<file path="src/rtl/iter_right_shifter.sv">
// ---------------------------------------------------------------------------
// iter_right_shifter
//
// Multi-cycle 32-bit right shifter, logical (SRL) or arithmetic (SRA).
// An operation is accepted from IDLE on `start`. The working register is
// then shifted one bit per clock in SHIFT until the captured count runs out.
// The result is registered on entry to DONE, which lasts one cycle.
//
// Optional build macro:
//   RSHIFT_FAST2_EN - SHIFT steps by two bits while at least two remain,
//                     giving ceil(shamt/2) SHIFT cycles. Results are identical
//                     to the default one-bit-per-cycle build.
//
// Ports:
//   clk      in   1   system clock, rising edge
//   rst_n    in   1   asynchronous active-low reset
//   start    in   1   begin an operation (sampled only in IDLE)
//   data_in  in  32   operand, captured on start acceptance
//   shamt    in   5   shift amount 0..31, captured on start acceptance
//   arith    in   1   1 = SRA, 0 = SRL, captured on start acceptance
//   busy     out  1   high in SHIFT and DONE
//   done     out  1   one-cycle pulse, result valid
//   result   out 32   registered shift result, held until the next DONE
// ---------------------------------------------------------------------------
module iter_right_shifter (
    input  logic        clk,
    input  logic        rst_n,
    input  logic        start,
    input  logic [31:0] data_in,
    input  logic [4:0]  shamt,
    input  logic        arith,
    output logic        busy,
    output logic        done,
    output logic [31:0] result
);

    localparam int DATA_W = 32;
    localparam int CNT_W  = 5;

    typedef enum logic [1:0] {
        IDLE  = 2'd0,
        SHIFT = 2'd1,
        DONE  = 2'd2
    } state_t;

    state_t                    state;
    state_t                    state_next;
    logic signed [DATA_W-1:0]  work;
    logic signed [DATA_W-1:0]  work_next;
    logic        [CNT_W-1:0]   cnt;
    logic        [CNT_W-1:0]   cnt_next;
    logic                      arith_q;
    logic                      arith_next;
    logic                      load_result;

    // One-bit right step. For SRA the fill is the current MSB, which never
    // changes during an operation, so it always equals the original bit 31.
    function automatic logic signed [DATA_W-1:0] shr1(
        input logic signed [DATA_W-1:0] v,
        input logic                     sra
    );
        shr1 = {sra & v[DATA_W-1], v[DATA_W-1:1]};
    endfunction

    // Two-bit right step; both fill bits are the sign (SRA) or zero (SRL).
    function automatic logic signed [DATA_W-1:0] shr2(
        input logic signed [DATA_W-1:0] v,
        input logic                     sra
    );
        shr2 = {{2{sra & v[DATA_W-1]}}, v[DATA_W-1:2]};
    endfunction

    // State register
    always_ff @(posedge clk or negedge rst_n) begin
        if (!rst_n) begin
            state <= IDLE;
        end else begin
            state <= state_next;
        end
    end

    // Next-state, datapath next values and outputs
    always_comb begin
        state_next  = state;
        work_next   = work;
        cnt_next    = cnt;
        arith_next  = arith_q;
        busy        = 1'b0;
        done        = 1'b0;
        load_result = 1'b0;

        case (state)
            IDLE: begin
                if (start) begin
                    work_next  = data_in;
                    cnt_next   = shamt;
                    arith_next = arith;
                    // A zero shift goes straight to DONE with the operand.
                    state_next = (shamt == '0) ? DONE : SHIFT;
                end
            end

            SHIFT: begin
                busy = 1'b1;
`ifdef RSHIFT_FAST2_EN
                if (cnt >= CNT_W'(2)) begin
                    work_next = shr2(work, arith_q);
                    cnt_next  = cnt - CNT_W'(2);
                end else begin
                    work_next = shr1(work, arith_q);
                    cnt_next  = cnt - CNT_W'(1);
                end
`else
                work_next = shr1(work, arith_q);
                cnt_next  = cnt - CNT_W'(1);
`endif
                if (cnt_next == '0) begin
                    state_next = DONE;
                end
            end

            DONE: begin
                busy       = 1'b1;
                done       = 1'b1;
                state_next = IDLE;
            end

            default: begin
                state_next = IDLE;
            end
        endcase

        // DONE always exits to IDLE, so DONE as next state means "entering".
        load_result = (state_next == DONE);
    end

    // Working register, count, captured mode and result register
    always_ff @(posedge clk or negedge rst_n) begin
        if (!rst_n) begin
            work    <= '0;
            cnt     <= '0;
            arith_q <= 1'b0;
            result  <= '0;
        end else begin
            work    <= work_next;
            cnt     <= cnt_next;
            arith_q <= arith_next;
            if (load_result) begin
                result <= work_next;
            end
        end
    end

endmodule

</file>
<file path="config.mk">
export PLATFORM = sky130hd
export DESIGN_NAME = iter_right_shifter
export DESIGN_NICKNAME = d
export VERILOG_FILES = /design/src/rtl/iter_right_shifter.sv
export SDC_FILE = /design/constraint.sdc
export NUM_CORES = 1
export LEC_CHECK = 0
export ABC_AREA = 1
export CAP_MARGIN = 20
export CORE_UTILIZATION = 35
export CTS_CLUSTER_DIAMETER = 200
export DETAILED_ROUTE_END_ITERATION = 12
export PLACE_DENSITY = 0.61
export SLEW_MARGIN = 20
export SYNTH_ARGS = -nofsm -noshare
export SYNTH_HDL_FRONTEND = slang
export SYNTH_SLANG_ARGS = --single-unit
</file>
<file path="constraint.sdc">
create_clock -name clk -period 2.7 [get_ports clk]
set_clock_uncertainty 0.2 [all_clocks]
set_input_delay 0.54 -clock clk [delete_from_list [all_inputs] [get_ports clk]]
set_output_delay 0.54 -clock clk [all_outputs]
set_load 0.005 [all_outputs]
</file>
==> results.ini <==
[floorplanning]
initial_core_util_pct=36.5
fp-row-count=34
die_h_um=97.9
die_w_um=97.9
core_area_mm2=0.00881
die_area_mm2=0.00957
boundaryPins=75

[synth]
synth_nets=420
yosysSeqAreaShare_pct=56.0
synth_area_leader_cell=dfrtp_1
synth.avg_cell_area_um2=8.60
ys.warnings.count=0
yosysTopAreaCellShare_pct=56.0
yosysUniqueCellTypes=27
synth_area_leaders=dfrtp_1, nand2_1, nand3_1
synth_cells=374
synth_area_mm2=0.00322
synth_seq_cells=72

[run_status]
status=complete, but fails checks
violations=design-rule violations

[power]
p_sw_mw=2.15
pwr_density_cell_mw_per_mm2=1280
switching_share_pct=39.0
pwr-share-seq_pct=35.1
power_frac_clock_pct=18.3
p_leak_nw=2.05
comb_power_share_pct=46.6
ir_drop_mv=0.424
cellInternalPower_mw=3.36
power_mw=5.51

[route]
first_pass_iters=9
drc=11
wirelength_um=8160
via_count=2780
drt-initial-drc-count=141
via_per_inst=4.96
ant_nets=0
avgRoutedWirePerCell_um=14.5

[hold_path]
hold_class=flip-flop to flip-flop

[setup_path]
cp.arrival_ns=1.58
path_class=flip-flop to output pin
worstPathMaxFanout=3
critical_path.startpoint_type=flip-flop
crit_required_ns=1.96
end_kind=output pin
rrSetupSlack_ns=0.44

[cts]
clock_latency_ns=0.34
ctsResizeCount=0
ctsRootBufferMaster=clkbuf_8
cts.sinks=72
htree_levels=3
cts_made_buffers=9
tritoncts=built
clockBufferDepth=2
cts.clk_slew.worst_paths_ns=0.07

[timing]
setup_slack_ns=0.377
min_period_over_period_pct=86.1
rsz0062_at_grt=false
finalWorstPathRequiredPeriod_ns=2.32
tns_ns=0
max_slew_margin_pct=64.6
worst_pin_slew_ns=0.531
finalSetupViolCount=0
finalMaxSlewViolations=0
finalHoldViolCount=0
max_freq_ghz=0.430

[layout]
final_net_count=495
syn2layout_area_growth_pct=33.3
drive_gt1_share_pct=7.28
diodes=0
final_cell_mix=nand2_1, clkdlybuf4s50_1, dfrtp_1, nand3_1, inv_1
final_area_mm2=0.00429
layout_commonest_cell=nand2_1
post-route-util_pct=48.7

[placement]
pre_cts_slack_ns=0.232
globalplace.congestion=0.747
numPortBuffers=74
dp_hpwl_um=5340
placed_cell_area_mm2=0.00405

[grt]
grt-ovfl-total=0
first_global_vias=2821
grt_max_degree=42
grt.total_usage_pct=18.4
grt_pass1_wl_um=13900
antenna_found_initial=0

[flow_run]
maxCapViolCount=0

-- area by class of cell --
class                           count  area [um2]
Fill cell                         878        4520
Sequential cell                    72        1800
Multi-Input combinational cell    259        1210
Timing Repair Buffer               83         821
Tap cell                          108         135
Clock buffer                        9         124
Clock inverter                      6         109
Inverter                           24        90.1
-- metrics by stage --
| stage | instances | hold WS (ns) |
|---|---|---|
| CTS | 561 | 0.280 |
| detailed placement | 545 | 0.261 |
| global placement | 545 | 0.262 |
| finish | 561 | 0.276 |
| floorplan | 374 | 0.0444 |
| global route | 561 | 0.292 |
-- per-layer routing --
| metal | track usage, % | wire (um) | vias to the layer above |
|---|---|---|---|
| li1 | - | - | 1363 |
| met1 | 24.9 | 3790 | 1324 |
| met2 | 29.4 | 3820 | 84 |
| met3 | 4.01 | 458 | 9 |
| met4 | 5.94 | 79 | 0 |
| met5 | 0 | 0 | - |
-- state kept, by name, summed over array words and instances, names as in the netlist --
signal / cells
result: 32
work: 32
cnt: 5
state: 2
arith_q: 1
-- synth_stat cells --
| cell type | n |
|---|---|
| nand3_1 | 55 |
| buf_4 | 3 |
| a31oi_1 | 1 |
| ha_1 | 5 |
| buf_6 | 3 |
| a21oi_4 | 1 |
| clkbuf_1 | 3 |
| nor2_1 | 3 |
| o21ai_1 | 1 |
| buf_2 | 9 |
| a22oi_1 | 2 |
| nand2_1 | 160 |
| buf_1 | 1 |
| dfrtp_1 | 72 |
| o21ai_0 | 4 |
| o22ai_1 | 1 |
| inv_2 | 4 |
| inv_1 | 20 |
| o21ai_2 | 1 |
| o211ai_1 | 13 |
| nor2_2 | 1 |
| nand2_2 | 1 |
| nor3_1 | 1 |
| o221ai_1 | 3 |
| a21oi_1 | 3 |
| nand2_4 | 1 |
| nand4_1 | 2 |
-- power by group through the flow --
stage                     logic (mW)  clock network (mW)  registers (mW)
after CTS                       2.59                1.03            1.94
after global routing            2.88                1.08            2.01
after detailed placement        2.58                   0            1.96
final                           2.57                1.01            1.94
after floorplan                 1.54                   0            1.92
after global placement          2.51                   0            1.96
-- timing repair --
item / 4_1_cts / 5_1_grt
setup buffers: 0 / 0
hold buffers: 1 / 0
hold endpoints to repair: 39 / 0
-- worst paths after layout --
path	endpoint	cells after the start	start
worst max-delay path	busy	3	state[0]
worst min-delay path	result[20]	2	result[20]
worst max register to register	result[24]	8	state[0]
worst min register to register	result[20]	2	result[20]
max in group asynchronous	result[31]	3	rst_n
min in group asynchronous	cnt[1]	2	rst_n
-- worst max-delay path, cell delays in order, from the launching register on --
cell and delay [ns]:
dfrtp_1 0.39, inv_1 0.09, ha_1 0.28, clkdlybuf4s50_1 0.49
-- cells by family (layout without fill, tap and decap cells) --
logic type	Yosys count	after routing	synth area share [%]
simple gates	224	224	28.9
buf+inv	43	122	6.42
compound gates	30	30	6.73
fa+ha+maj	5	5	1.95
flops	72	72	56.0
(Power assumes the default switching activity.)
